## config.mk

```make
export PLATFORM = sky130hd
export DESIGN_NAME = optical_flow_grad_flat
export DESIGN_NICKNAME = d
export VERILOG_FILES = /design/src/rtl/optical_flow_grad_pkg.sv /design/src/rtl/optical_flow_grad_if.sv /design/src/rtl/optical_flow_grad_sat_diff.sv /design/src/rtl/optical_flow_grad.sv /design/src/flat_wrapper.sv
export SDC_FILE = /design/constraint.sdc
export NUM_CORES = 1
export LEC_CHECK = 0
export ABC_CLOCK_PERIOD_IN_PS = 3800
export BUFFER_PORTS_ARGS = -buffer_cell sky130_fd_sc_hd__buf_2
export CAP_MARGIN = 20
export CORE_AREA = 2 2 89 91
export CTS_BUF_LIST = sky130_fd_sc_hd__clkbuf_16
export CTS_CLUSTER_DIAMETER = 100
export DETAILED_ROUTE_END_ITERATION = 7
export DIE_AREA = 0 0 91 93
export GPL_ROUTABILITY_DRIVEN = 0
export PLACE_DENSITY_LB_ADDON = 0.3
export SLEW_MARGIN = 20
export SYNTH_ARGS = -nofsm -noshare
export SYNTH_HDL_FRONTEND = slang
export SYNTH_SLANG_ARGS = --single-unit
export TNS_END_PERCENT = 5
```

## constraint.sdc

```tcl
create_clock -name clk -period 3.8 [get_ports clk]
set_clock_uncertainty 0.05 [all_clocks]
set_input_delay 0.76 -clock clk [delete_from_list [all_inputs] [get_ports clk]]
set_output_delay 0.76 -clock clk [all_outputs]
set_load 0.01 [all_outputs]
```

## src/rtl/optical_flow_grad_pkg.sv

```systemverilog
// Shared types and clamp helpers for the optical-flow gradient block.
package optical_flow_pkg;

    typedef enum logic [2:0] {
        S_IDLE,
        S_READ,
        S_WAIT,
        S_CAP,
        S_WR_T,
        S_WR_X,
        S_DONE
    } flow_state_t;

    localparam logic MODE_T_ONLY = 1'b0;
    localparam logic MODE_T_X    = 1'b1;

    function automatic logic signed [63:0] out_max(input int w);
        return (64'sd1 <<< (w - 1)) - 64'sd1;
    endfunction

    function automatic logic signed [63:0] out_min(input int w);
        return -(64'sd1 <<< (w - 1));
    endfunction

endpackage

```

## src/rtl/optical_flow_grad_if.sv

```systemverilog
// ap_ctrl_hs control plus img/prev read and flow write memory ports.
interface optical_flow_grad_if #(
    parameter int IMG_ADDR_W  = 10,
    parameter int FLOW_ADDR_W = 11,
    parameter int DATA_W      = 32
);
    logic                   ap_start;
    logic                   mode;
    logic                   ap_done;
    logic                   ap_idle;
    logic                   ap_ready;
    logic                   img_ce0;
    logic [IMG_ADDR_W-1:0]  img_address0;
    logic [DATA_W-1:0]      img_q0;
    logic                   prev_ce0;
    logic [IMG_ADDR_W-1:0]  prev_address0;
    logic [DATA_W-1:0]      prev_q0;
    logic                   flow_ce0;
    logic                   flow_we0;
    logic [FLOW_ADDR_W-1:0] flow_address0;
    logic [DATA_W-1:0]      flow_d0;

    // master is the kernel side: it issues memory requests and reports status
    modport master (
        input  ap_start, mode, img_q0, prev_q0,
        output ap_done, ap_idle, ap_ready,
               img_ce0, img_address0, prev_ce0, prev_address0,
               flow_ce0, flow_we0, flow_address0, flow_d0
    );

    modport slave (
        output ap_start, mode, img_q0, prev_q0,
        input  ap_done, ap_idle, ap_ready,
               img_ce0, img_address0, prev_ce0, prev_address0,
               flow_ce0, flow_we0, flow_address0, flow_d0
    );
endinterface

```

## src/rtl/optical_flow_grad_sat_diff.sv

```systemverilog
// Unsigned pixel difference, signed clamp to OUT_W, sign-extended to DATA_W.
module sat_diff
    import optical_flow_pkg::*;
#(
    parameter int PIX_W  = 8,
    parameter int OUT_W  = 16,
    parameter int DATA_W = 32
) (
    input  logic [PIX_W-1:0]  a,
    input  logic [PIX_W-1:0]  b,
    output logic [DATA_W-1:0] y
);
    logic signed [PIX_W:0] d;
    logic signed [63:0]    dw;
    logic signed [63:0]    cl;

    assign d  = $signed({1'b0, a}) - $signed({1'b0, b});
    assign dw = {{(63 - PIX_W){d[PIX_W]}}, d};

    always_comb begin
        cl = dw;
        if (dw > out_max(OUT_W))
            cl = out_max(OUT_W);
        else if (dw < out_min(OUT_W))
            cl = out_min(OUT_W);
    end

    // low DATA_W bits of the wide clamped value are its sign extension
    assign y = DATA_W'(cl);
endmodule

```

## src/rtl/optical_flow_grad.sv

```systemverilog
// Per-pixel temporal difference It and backward horizontal gradient Ix over one frame.
module optical_flow_grad
    import optical_flow_pkg::*;
#(
    parameter int IMG_W       = 32,
    parameter int IMG_H       = 32,
    parameter int DATA_W      = 32,
    parameter int PIX_W       = 8,
    parameter int OUT_W       = 16,
    parameter int RD_LAT      = 1,
    parameter int IMG_ADDR_W  = $clog2(IMG_W * IMG_H),
    parameter int FLOW_ADDR_W = IMG_ADDR_W + 1
) (
    input logic                clk,
    input logic                rst,
    optical_flow_grad_if.master bus
);
    localparam int N  = IMG_W * IMG_H;
    localparam int XW = $clog2(IMG_W);
    localparam int WW = (RD_LAT > 1) ? $clog2(RD_LAT) : 1;

    flow_state_t           state, state_nxt;
    logic [IMG_ADDR_W-1:0] p;
    logic [XW-1:0]         x;
    logic                  mode_r;
    logic [PIX_W-1:0]      last;
    logic [DATA_W-1:0]     it_r, ix_r;
    logic [DATA_W-1:0]     it_w, ix_w;
    logic [WW-1:0]         wcnt;
    logic [PIX_W-1:0]      a_pix, b_pix, ix_ref;
    logic                  last_pix;
    logic                  advance;

    assign a_pix    = PIX_W'(bus.img_q0);
    assign b_pix    = PIX_W'(bus.prev_q0);
    // at the first column Ix is defined as 0, so subtract the pixel from itself
    assign ix_ref   = (x == '0) ? a_pix : last;
    assign last_pix = (p == IMG_ADDR_W'(N - 1));
    assign advance  = (state == S_WR_X) || (state == S_WR_T && mode_r == MODE_T_ONLY);

    sat_diff #(.PIX_W(PIX_W), .OUT_W(OUT_W), .DATA_W(DATA_W)) u_it (
        .a(a_pix), .b(b_pix), .y(it_w)
    );

    sat_diff #(.PIX_W(PIX_W), .OUT_W(OUT_W), .DATA_W(DATA_W)) u_ix (
        .a(a_pix), .b(ix_ref), .y(ix_w)
    );

    always_ff @(posedge clk or posedge rst) begin
        if (rst)
            state <= S_IDLE;
        else
            state <= state_nxt;
    end

    always_comb begin
        state_nxt = state;
        case (state)
            S_IDLE: if (bus.ap_start) state_nxt = S_READ;
            S_READ: state_nxt = (RD_LAT > 1) ? S_WAIT : S_CAP;
            S_WAIT: if (wcnt == WW'(RD_LAT - 2)) state_nxt = S_CAP;
            S_CAP:  state_nxt = S_WR_T;
            S_WR_T: begin
                if (mode_r == MODE_T_X) state_nxt = S_WR_X;
                else                    state_nxt = last_pix ? S_DONE : S_READ;
            end
            S_WR_X: state_nxt = last_pix ? S_DONE : S_READ;
            S_DONE: state_nxt = S_IDLE;
            default: state_nxt = S_IDLE;
        endcase
    end

    always_ff @(posedge clk or posedge rst) begin
        if (rst) begin
            p      <= '0;
            x      <= '0;
            mode_r <= 1'b0;
            last   <= '0;
            it_r   <= '0;
            ix_r   <= '0;
            wcnt   <= '0;
        end else begin
            if (state == S_IDLE && bus.ap_start) begin
                mode_r <= bus.mode;
                p      <= '0;
                x      <= '0;
            end
            if (state == S_READ)
                wcnt <= '0;
            else if (state == S_WAIT)
                wcnt <= wcnt + 1'b1;
            if (state == S_CAP) begin
                it_r <= it_w;
                ix_r <= ix_w;
                last <= a_pix;
            end
            if (advance && !last_pix) begin
                p <= p + 1'b1;
                x <= (x == XW'(IMG_W - 1)) ? '0 : x + 1'b1;
            end
        end
    end

    // all outputs decode registered state only, so reset clears them immediately
    always_comb begin
        bus.ap_idle       = (state == S_IDLE);
        bus.ap_done       = (state == S_DONE);
        bus.ap_ready      = (state == S_DONE);
        bus.img_ce0       = 1'b0;
        bus.img_address0  = '0;
        bus.prev_ce0      = 1'b0;
        bus.prev_address0 = '0;
        bus.flow_ce0      = 1'b0;
        bus.flow_we0      = 1'b0;
        bus.flow_address0 = '0;
        bus.flow_d0       = '0;
        case (state)
            S_READ: begin
                bus.img_ce0       = 1'b1;
                bus.prev_ce0      = 1'b1;
                bus.img_address0  = p;
                bus.prev_address0 = p;
            end
            S_WR_T: begin
                bus.flow_ce0      = 1'b1;
                bus.flow_we0      = 1'b1;
                bus.flow_address0 = (mode_r == MODE_T_X) ? FLOW_ADDR_W'({p, 1'b0})
                                                         : FLOW_ADDR_W'(p);
                bus.flow_d0       = it_r;
            end
            S_WR_X: begin
                bus.flow_ce0      = 1'b1;
                bus.flow_we0      = 1'b1;
                bus.flow_address0 = FLOW_ADDR_W'({p, 1'b1});
                bus.flow_d0       = ix_r;
            end
            default: ;
        endcase
    end
endmodule

```

## src/flat_wrapper.sv

```systemverilog
// flat-port wrapper written by rule: the top's interface ports become plain ports
module optical_flow_grad_flat import optical_flow_pkg::*;
#(
    parameter int IMG_W       = 32,
    parameter int IMG_H       = 32,
    parameter int DATA_W      = 32,
    parameter int PIX_W       = 8,
    parameter int OUT_W       = 16,
    parameter int RD_LAT      = 1,
    parameter int IMG_ADDR_W  = $clog2(IMG_W * IMG_H),
    parameter int FLOW_ADDR_W = IMG_ADDR_W + 1
)
  (clk, rst, bus_ap_start, bus_mode, bus_img_q0, bus_prev_q0, bus_ap_done, bus_ap_idle, bus_ap_ready, bus_img_ce0, bus_img_address0, bus_prev_ce0, bus_prev_address0, bus_flow_ce0, bus_flow_we0, bus_flow_address0, bus_flow_d0);
  optical_flow_grad_if #(.IMG_ADDR_W(IMG_ADDR_W), .FLOW_ADDR_W(FLOW_ADDR_W), .DATA_W(DATA_W)) bus_i ();
  input logic clk;
  input logic rst;
  input wire logic [$bits(bus_i.ap_start)-1:0] bus_ap_start;
  input wire logic [$bits(bus_i.mode)-1:0] bus_mode;
  input wire logic [$bits(bus_i.img_q0)-1:0] bus_img_q0;
  input wire logic [$bits(bus_i.prev_q0)-1:0] bus_prev_q0;
  output wire logic [$bits(bus_i.ap_done)-1:0] bus_ap_done;
  output wire logic [$bits(bus_i.ap_idle)-1:0] bus_ap_idle;
  output wire logic [$bits(bus_i.ap_ready)-1:0] bus_ap_ready;
  output wire logic [$bits(bus_i.img_ce0)-1:0] bus_img_ce0;
  output wire logic [$bits(bus_i.img_address0)-1:0] bus_img_address0;
  output wire logic [$bits(bus_i.prev_ce0)-1:0] bus_prev_ce0;
  output wire logic [$bits(bus_i.prev_address0)-1:0] bus_prev_address0;
  output wire logic [$bits(bus_i.flow_ce0)-1:0] bus_flow_ce0;
  output wire logic [$bits(bus_i.flow_we0)-1:0] bus_flow_we0;
  output wire logic [$bits(bus_i.flow_address0)-1:0] bus_flow_address0;
  output wire logic [$bits(bus_i.flow_d0)-1:0] bus_flow_d0;
  assign bus_i.ap_start = bus_ap_start;
  assign bus_i.mode = bus_mode;
  assign bus_i.img_q0 = bus_img_q0;
  assign bus_i.prev_q0 = bus_prev_q0;
  assign bus_ap_done = bus_i.ap_done;
  assign bus_ap_idle = bus_i.ap_idle;
  assign bus_ap_ready = bus_i.ap_ready;
  assign bus_img_ce0 = bus_i.img_ce0;
  assign bus_img_address0 = bus_i.img_address0;
  assign bus_prev_ce0 = bus_i.prev_ce0;
  assign bus_prev_address0 = bus_i.prev_address0;
  assign bus_flow_ce0 = bus_i.flow_ce0;
  assign bus_flow_we0 = bus_i.flow_we0;
  assign bus_flow_address0 = bus_i.flow_address0;
  assign bus_flow_d0 = bus_i.flow_d0;
  optical_flow_grad #(.IMG_W(IMG_W), .IMG_H(IMG_H), .DATA_W(DATA_W), .PIX_W(PIX_W), .OUT_W(OUT_W), .RD_LAT(RD_LAT), .IMG_ADDR_W(IMG_ADDR_W), .FLOW_ADDR_W(FLOW_ADDR_W)) u_core (.clk(clk), .rst(rst), .bus(bus_i));
endmodule
```

# After elaboration in Yosys (flattened, before gate mapping)
# Cells that the tools add are included.
# classes
reduce_logical	11
n_eq_ne	10
add_sub_neg	5
bitwise_logic	1
muxes	23
n_lt_le_gt_ge	4
# op_table
op	n
2-to-1 mux 32 bit	4
one-hot mux 32 bit (2 select lines)	1
> comparator 9 x 16 -> 1 bit (second input constant)	2
less-than comparator 9 x 16 -> 1 bit (second input constant)	2
2-to-1 mux 10 bit	3
one-hot mux 11 bit (2 select lines)	1
one-hot mux 3 bit (6 select lines)	1
subtractor 8 x 8 -> 9 bit	2
2-to-1 mux 5 bit	3
2-to-1 mux 3 bit	4
2-to-1 mux 11 bit	1
adder 10 x 1 -> 10 bit (second input constant)	1
equality test 10 bit (second input constant)	1
equality test 3 bit (second input constant)	3
2-to-1 mux 8 bit	1
equality test 3 x 2 -> 1 bit (second input constant)	2
adder 5 x 1 -> 5 bit (second input constant)	1
equality test 5 bit (second input constant)	1
zero test 5 bit	1
2-to-1 mux 1 bit	4
nonzero test 2 bit	2
equality test 3 x 1 -> 1 bit (second input constant)	1
logical AND 1 bit	3
zero test 3 bit	1
other kinds (8)	8
# word_totals
wordCells	62
regBits	92

# Depth between registers and ports, before layout
# Gate-level depths: netlist of the first run.
# depth
ltp_word	6
depth_mapped	11
depth_no_buf	10

# Cells and area by module
# Synthesis of the first run repeated with hierarchy kept, for this count alone.
# unflattened
hier_cells	560
area_unflattened_um2	5876.9
# by_module_without_submodules
mod	n_inst	seq_area_each_um2	cells_per_inst	area_per_inst_um2
optical_flow_grad	1	2302.2	412	4789.6
sat_diff at u_core.u_ix	1	0.0	74	545.5
sat_diff at u_core.u_it	1	0.0	74	541.8

# Least setup slack after synthesis of the first run
# No wires, ideal clock.
# synth_path
kind	register -> output
from	register u_core.state[1]
to	output port bus_flow_d0[10]
t_arrival_ps	1928
path_stages_with_launch	5
path_slack_ps	1062
required_time_ps	2990
cell_sequence	dfrtp_1 > nand2b_4 > clkbuf_1 > nor2_1 > buf_4
# synth_via
elab_chain_cells	2
# synth_lines
item	line_no	text
start: declaration	optical_flow_grad.sv:22	flow_state_t state, state_nxt;
start signal: assignment	optical_flow_grad.sv:53	state <= state_nxt;
equality test 3 bit	optical_flow_grad.sv:117	case (state)
one-hot mux 32 bit (2 select lines) *	optical_flow_grad.sv:117	
end: declaration	flat_wrapper.sv:31	output wire logic [$bits(bus_i.flow_d0)-1:0] bus_flow_d0;
# Mark *: on every way between the ends. The rest lies on a longest branch, timed or not.

# Worst setup path in the final report of the first run
# layout_path
from	register u_core.state[1]
to	output port bus_flow_d0[16]
# The elaborated chain is that of the path after synthesis.

==> results of run 1 <==
[metrics by stage]
step	hold slack [ns]	total power [mW]	setup WS [ns]	cells	util
finish	0.3755	2.655	0.7767	541	0.5389
CTS	0.4361	2.681	0.7162	540	0.5362
global placement	0.4085	2.205	0.9106	533	0.5183
global route	0.4054	2.884	0.5325	541	0.5389
detailed placement	0.4228	2.265	0.9253	533	0.5183
floorplan	0.3960	2.005	1.062	393	-
[worst max path at each step]
stage / slack [ns] / cells past startpoint / to / from
finish: 0.78 / 3 / bus_flow_d0[16] / u_core.state[1]$_DFFE_PP0P_
global route: 0.53 / 3 / bus_flow_d0[16] / u_core.state[1]$_DFFE_PP0P_
CTS: 0.72 / 3 / bus_flow_d0[16] / u_core.state[1]$_DFFE_PP0P_
detailed placement: 0.93 / 11 / u_core.ix_r[14]$_DFFE_PP0N_ / u_core.x[0]$_DFFE_PP0P_
global placement: 0.91 / 11 / u_core.ix_r[14]$_DFFE_PP0N_ / u_core.x[0]$_DFFE_PP0P_
floorplan: 1.06 / 4 / bus_flow_d0[10] / u_core.state[1]$_DFFE_PP0P_
[cell usage in the layout (no fill, tap or decap), types with 3 or more instances in the layout]
| cell type | n |
|---|---|
| or4_1 | 5 |
| nand2_1 | 22 |
| o21ai_0 | 20 |
| a211oi_1 | 7 |
| a22o_1 | 13 |
| clkbuf_16 | 5 |
| a21oi_1 | 9 |
| nand3_1 | 10 |
| buf_2 | 89 |
| xnor2_1 | 5 |
| and2_1 | 12 |
| dfrtp_1 | 46 |
| and3_1 | 6 |
| inv_2 | 3 |
| nor3_1 | 7 |
| a21o_1 | 3 |
| nor2b_1 | 7 |
| buf_4 | 4 |
| inv_1 | 19 |
| o21a_1 | 7 |
| o31ai_1 | 4 |
| a211o_1 | 3 |
| nor3b_1 | 9 |
| o31a_1 | 3 |
| mux2_2 | 10 |
| or3_1 | 3 |
| nand2b_1 | 5 |
| ha_1 | 20 |
| mux2i_1 | 18 |
| nor2_1 | 19 |
[critical path, delay by kind of cell, from the launching register on]
| family | cells | cell delay [ns] |
|---|---|---|
| and+or+nand+nor | 2 | 1.08 |
| DFF | 1 | 0.57 |
| buffers and inverters | 1 | 0.27 |
[sequential cells by signal, summed over array words and instances (netlist names)]
name	cells
u_core.it_r	9
u_core.ix_r	9
u_core.last	8
u_core.mode_r	1
u_core.p	10
u_core.state	3
u_core.wcnt	1
u_core.x	5
[cell type report]
cell class	count	area share
clock buffer	5	0.03085
timing repair buffer	94	0.1221
tap	102	0.03146
sequential	46	0.2838
multi-input combinational	270	0.5089
inverter	22	0.02036
clock inverter	2	0.002468
[per-layer routing]
metal,global-route usage,vias to the layer above
met4,0.05429,0
met2,0.3315,62
met1,0.2178,1401
li1,-,1484
met5,0,-
met3,0.01531,10
[logic make-up (layout without fill, tap and decap cells)]
| logic type | count (synthesis) | in the layout | share of synthesized area |
|---|---|---|---|
| flops | 46 | 46 | 0.3132 |
| mux | 28 | 28 | 0.07967 |
| xor+xnor | 7 | 7 | 0.01668 |
| fa+ha+maj | 22 | 22 | 0.07899 |
| simple gates | 124 | 124 | 0.2077 |
| compound gates | 89 | 89 | 0.1771 |
| buf+inv | 77 | 123 | 0.1267 |
[power breakdown]
part           internal (mW)  leakage [nW]  switching, mW
Clock                  0.238        0.0694          0.176
Combinational          0.621          1.39          0.763
Sequential             0.683         0.581          0.175
Total                   1.54          2.04           1.11
==> flow_metrics.tcl, run 1 <==
set metrics [dict create \
    io_buffers 89 \
    tightest_slew_ns 0.8788 \
    placed_area_sq_um 3901 \
    area_growth_pct 10.38 \
    finalMaxSlewViolations 0 \
    die_area_sq_um 8463 \
    final_nets 529 \
    synth_top_cell_area_share 0.3132 \
    crit_type "reg -> out" \
    cts_buffers 5 \
    drtPass1Iterations 4 \
    start_kind "flip-flop" \
    clock_sinks 46 \
    fin_crit_ns 3.023 \
    grt_pass1_vias 2710 \
    cpPeakStageDelay_ns 0.74 \
    hpwl_mm 5.675 \
    start_util 0.4882 \
    finalInstanceArea_sq_um 4056 \
    drt_iter0_markers 102 \
    wl_mm 7.510 \
    yosysWarnings 0 \
    m1WireLength_mm 3.388 \
    yosys.area.top_type "dfrtp_1" \
    status "finished clean" \
    coreArea_sq_um 7527 \
    route.top_layer_used "met4" \
    vias 2957 \
    regArea_sq_um 1151 \
    critPathMaxFanout 24 \
    synthesis.nets 483 \
    route.met2.wl_mm 3.763 \
    antenna_found_initial 0 \
    fmax_mhz 330.8 \
    slew_headroom 0.4120 \
    synth_area_sq_um 3675 \
    period_share 0.7956 \
    drc 0 \
    synth_common_cells "dfrtp_1, buf_4, nand2_1" \
    cap_violations 0 \
    cts_tree "yes" \
    arrival_ns 2.21 \
    clock_tree.root_cell "clkbuf_16" \
    nFillCells 726 \
    rr_worst_depth 11 \
    power_leakage_nw 2.041 \
    htreeDepth 2 \
    fp-row-count 32 \
    diodes 0 \
    powerDensity_nw_per_um2 654.6 \
    r2r-end "u_core.ix_r[14]$_DFFE_PP0N_" \
    rsz0062_at_grt "false" \
    async_flop_share 1.000 \
    drive_above_1_share 0.2984 \
    finalHoldViolations 0 \
    r2r_start "u_core.x[0]$_DFFE_PP0P_" \
    synth_seq_cells 46 \
    wl_per_cell_microns 13.88 \
    grt_overflow_total 0 \
    post_cts_resized 0 \
    syn_area_per_cell_sq_um 9.351 \
    die_y_microns 93 \
    wl_met3_microns 246 \
    rrSetupSlack_ns 0.91 \
    required_ns 2.99 \
    viasPerCell 5.466 \
    multiInputGateArea_sq_um 2064 \
    yosys-top-cells-area "dfrtp_1, buf_4, ha_1" \
    grt_usage 0.1777 \
    hold_class "in -> async" \
    ir_worst_vdd_uv 301.2 \
    ys_types 61 \
    path_cells "nand2b_4 -> nor2_1 -> buf_2" \
    synth.most_common_cell "dfrtp_1" \
    cp-end-kind "output port" \
    synth-main-ff-cell "dfrtp_1" \
    synth-seq-area-share 0.3132 \
    postRouteAntennaNets 0 \
    finalSetupViolations 0 \
    postCtsSetupBuffers 0 \
    syn_inst 393 \
    cts_hold_buf 0 \
    clkTransAtPathRegs_ns 0.06 \
    die_x_microns 91 \
    crit_slowest_cell "nor2_1" \
    ios 138 \
    grt_pass1_wl_mm 12.40 \
    synth_edf_count 0 \
    cts_max_path_buffers 2 \
    clkLatencyLatePin_ns 0.28 \
    grt_start_max_net_pins 47 \
    fin_setup_tns_ns 0 \
]
No activity file was read; power rests on OpenSTA's default activity.
==> run 2, diff against run 1 <==
--- a/config.mk
+++ b/config.mk
@@ -5,14 +5,15 @@
 export SDC_FILE = /design/constraint.sdc
 export NUM_CORES = 1
 export LEC_CHECK = 0
-export ABC_CLOCK_PERIOD_IN_PS = 3800
+export ABC_AREA = 1
+export ABC_CLOCK_PERIOD_IN_PS = 2700
 export BUFFER_PORTS_ARGS = -buffer_cell sky130_fd_sc_hd__buf_2
 export CAP_MARGIN = 20
-export CORE_AREA = 2 2 89 91
+export CORE_AREA = 2 2 92 94
 export CTS_BUF_LIST = sky130_fd_sc_hd__clkbuf_16
 export CTS_CLUSTER_DIAMETER = 100
 export DETAILED_ROUTE_END_ITERATION = 7
-export DIE_AREA = 0 0 91 93
+export DIE_AREA = 0 0 94 96
 export GPL_ROUTABILITY_DRIVEN = 0
 export PLACE_DENSITY_LB_ADDON = 0.3
 export SLEW_MARGIN = 20
==> constraint.sdc (replaced) <==
create_clock -name clk -period 2.7 [get_ports clk]
set_clock_uncertainty 0.05 [all_clocks]
set_input_delay 0.54 -clock clk [delete_from_list [all_inputs] [get_ports clk]]
set_output_delay 0.54 -clock clk [all_outputs]
set_load 0.01 [all_outputs]
==> flow_metrics.tcl, run 2 <==
set metrics [dict create \
    viasPerCell 4.904 \
    ir_worst_vdd_uv 360.1 \
    async_flop_share 1.000 \
    clkLatencyLatePin_ns 0.29 \
    largest-register "u_core.p" \
    dp_cells 629 \
    clock_sinks 46 \
    synth.most_common_cell "nand2_1" \
    wl_met3_microns 328 \
    crit_type "reg -> out" \
    synth_top_cell_area_share 0.3283 \
    cts_buffers 5 \
    fin_crit_ns 2.530 \
    cp-end-kind "output port" \
    critPathMaxFanout 12 \
    cts_max_path_buffers 2 \
    rr_worst_depth 13 \
    reg_top3 "u_core.p: 10 flops, u_core.it_r: 9 flops, u_core.ix_r: 9 flops" \
    postCtsSetupBuffers 0 \
    drive_above_1_share 0.2481 \
    rrSetupSlack_ns 0.35 \
    synth_edf_count 0 \
    antenna_found_initial 0 \
    cts_hold_buf 0 \
    period_share 0.9371 \
    fin_cells 637 \
    r2r-end "u_core.ix_r[14]$_DFFE_PP0N_" \
    start_util 0.4354 \
    layout_commonest_cell "nand2_1" \
    postRouteAntennaNets 0 \
    fin_setup_tns_ns 0 \
    synth_seq_cells 46 \
    finish.utilization 0.4900 \
    rsz0062_at_grt "false" \
    finalMaxSlewViolations 0 \
    grt_overflow_total 0 \
    wl_mm 7.956 \
    power_leakage_nw 2.217 \
    yosys-top-cells-area "dfrtp_1, nand2_1, buf_4" \
    synth_common_cells "nand2_1, inv_1, dfrtp_1" \
    drt_iter0_markers 73 \
    path_buf_inv 2 \
    arrival_ns 1.94 \
    yosys.area.top_type "dfrtp_1" \
    drtPass1Iterations 4 \
    m1WireLength_mm 3.356 \
    status "finished clean" \
    area_growth_pct 12.53 \
    ios 138 \
    grt_pass1_vias 2855 \
    syn_inst 475 \
    yosysWarnings 0 \
    die_y_microns 96 \
    diodes 0 \
    io_buffers 89 \
    required_ns 2.11 \
    r2r_start "u_core.x[0]$_DFFE_PP0P_" \
    largest_reg_flops 10 \
    crit_slowest_cell "dfrtp_1" \
    hpwl_mm 6.276 \
    tightest_slew_ns 0.5318 \
    synth-main-ff-cell "dfrtp_1" \
    finalInstanceArea_sq_um 3945 \
    clkTransAtPathRegs_ns 0.06 \
    syn_area_per_cell_sq_um 7.381 \
    synthesis.nets 565 \
    grt_usage 0.1804 \
    finalSetupViolations 0 \
    cap_violations 0 \
    vias 3124 \
    route.top_layer_used "met4" \
    die_x_microns 94 \
    synth-seq-area-share 0.3283 \
    slew_headroom 0.6455 \
    grt_start_max_net_pins 33 \
    htreeDepth 2 \
    hold_class "in -> async" \
    path_cells "nand3_2 -> inv_2 -> nor2_4 -> o22ai_1 -> buf_2" \
    synth_area_sq_um 3506 \
    route.met2.wl_mm 4.192 \
    cp_top_family "flip-flops" \
    clock_tree.root_cell "clkbuf_16" \
    placed_area_sq_um 3802 \
    wl_per_cell_microns 12.49 \
    cpPeakStageDelay_ns 0.68 \
    final_nets 621 \
    drc 0 \
    coreArea_sq_um 8051 \
    ys_types 33 \
    powerDensity_nw_per_um2 915.4 \
    grt_pass1_wl_mm 12.80 \
    timing.hold.ws_ns 0.2395 \
    fmax_mhz 395.2 \
    fp-row-count 33 \
    final_cell_mix "nand2_1, buf_2, inv_1, dfrtp_1, nand3_1" \
    start_kind "flip-flop" \
    die_area_sq_um 9024 \
    cts_tree "yes" \
    finalHoldViolations 0 \
]
## run 2: worst register-to-register path, delay by kind of cell (launching register included)
family	cells	cell delay (ns)
AO/OA/AOI/OAI	2	0.16
adder cells (fa/ha/maj)	3	0.81
buffers and inverters	2	0.21
flip-flops	1	0.40
AND/OR/NAND/NOR	6	0.61
## run 2: area by class of cell
cell class              count  area, sq um
inverters                  77        289.0
fillers                   817         4106
clock buffers               5        125.1
well taps                 105        131.4
repair buffers             95        490.5
clock inverters             3        12.51
multi-input cells         306         1745
flip-flops and latches     46         1151
## run 2: metrics by stage
stage	setup WS [ns]	total power, mW
floorplan	0.03827	2.653
finish	0.1697	3.611
global placement	0.4295	2.985
CTS	0.1240	3.643
global route	0.04334	3.975
detailed placement	0.3657	3.046
## run 2: worst max-delay path by stage
stage	start	end	depth (start not counted)
2_1_floorplan	u_core.state[0]$_DFFE_PP0P_	bus_flow_d0[10]	4
6_report	u_core.state[2]$_DFFE_PP0P_	bus_flow_address0[1]	5
5_1_grt	u_core.state[2]$_DFFE_PP0P_	bus_flow_address0[1]	5
3_5_place_dp	u_core.x[0]$_DFFE_PP0P_	u_core.ix_r[14]$_DFFE_PP0N_	13
3_3_place_gp	u_core.x[0]$_DFFE_PP0P_	u_core.ix_r[14]$_DFFE_PP0N_	13
4_1_cts	u_core.state[2]$_DFFE_PP0P_	bus_flow_address0[1]	5
## run 2: cells by family after synthesis
logic type / after synthesis / share of synthesized area
AOI/OAI and AO/OA: 78 / 0.1395
DFF: 46 / 0.3283
xor gates and xnor gates: 7 / 0.01749
buffers and inverters: 123 / 0.1752
adders and majority gates: 22 / 0.08280
and+or+nand+nor: 199 / 0.2566
## run 2: where the power goes
part | total [mW] | internal, mW | switching [mW]
clock network | 0.585 | 0.335 | 0.250
registers | 1.12 | 0.950 | 0.169
logic | 1.91 | 0.698 | 1.21
## run 2: what timing repair did
item | CTS | global route
hold endpoints to repair | 0 | 0
resized for setup | 0 | 1
setup endpoints to repair | 0 | 1
## run 2: routing by layer
layer,up-vias,global-route usage
li1,1611,-
met1,1436,0.2102
met2,71,0.3429
met3,6,0.03289
met4,0,0.04227
met5,-,0
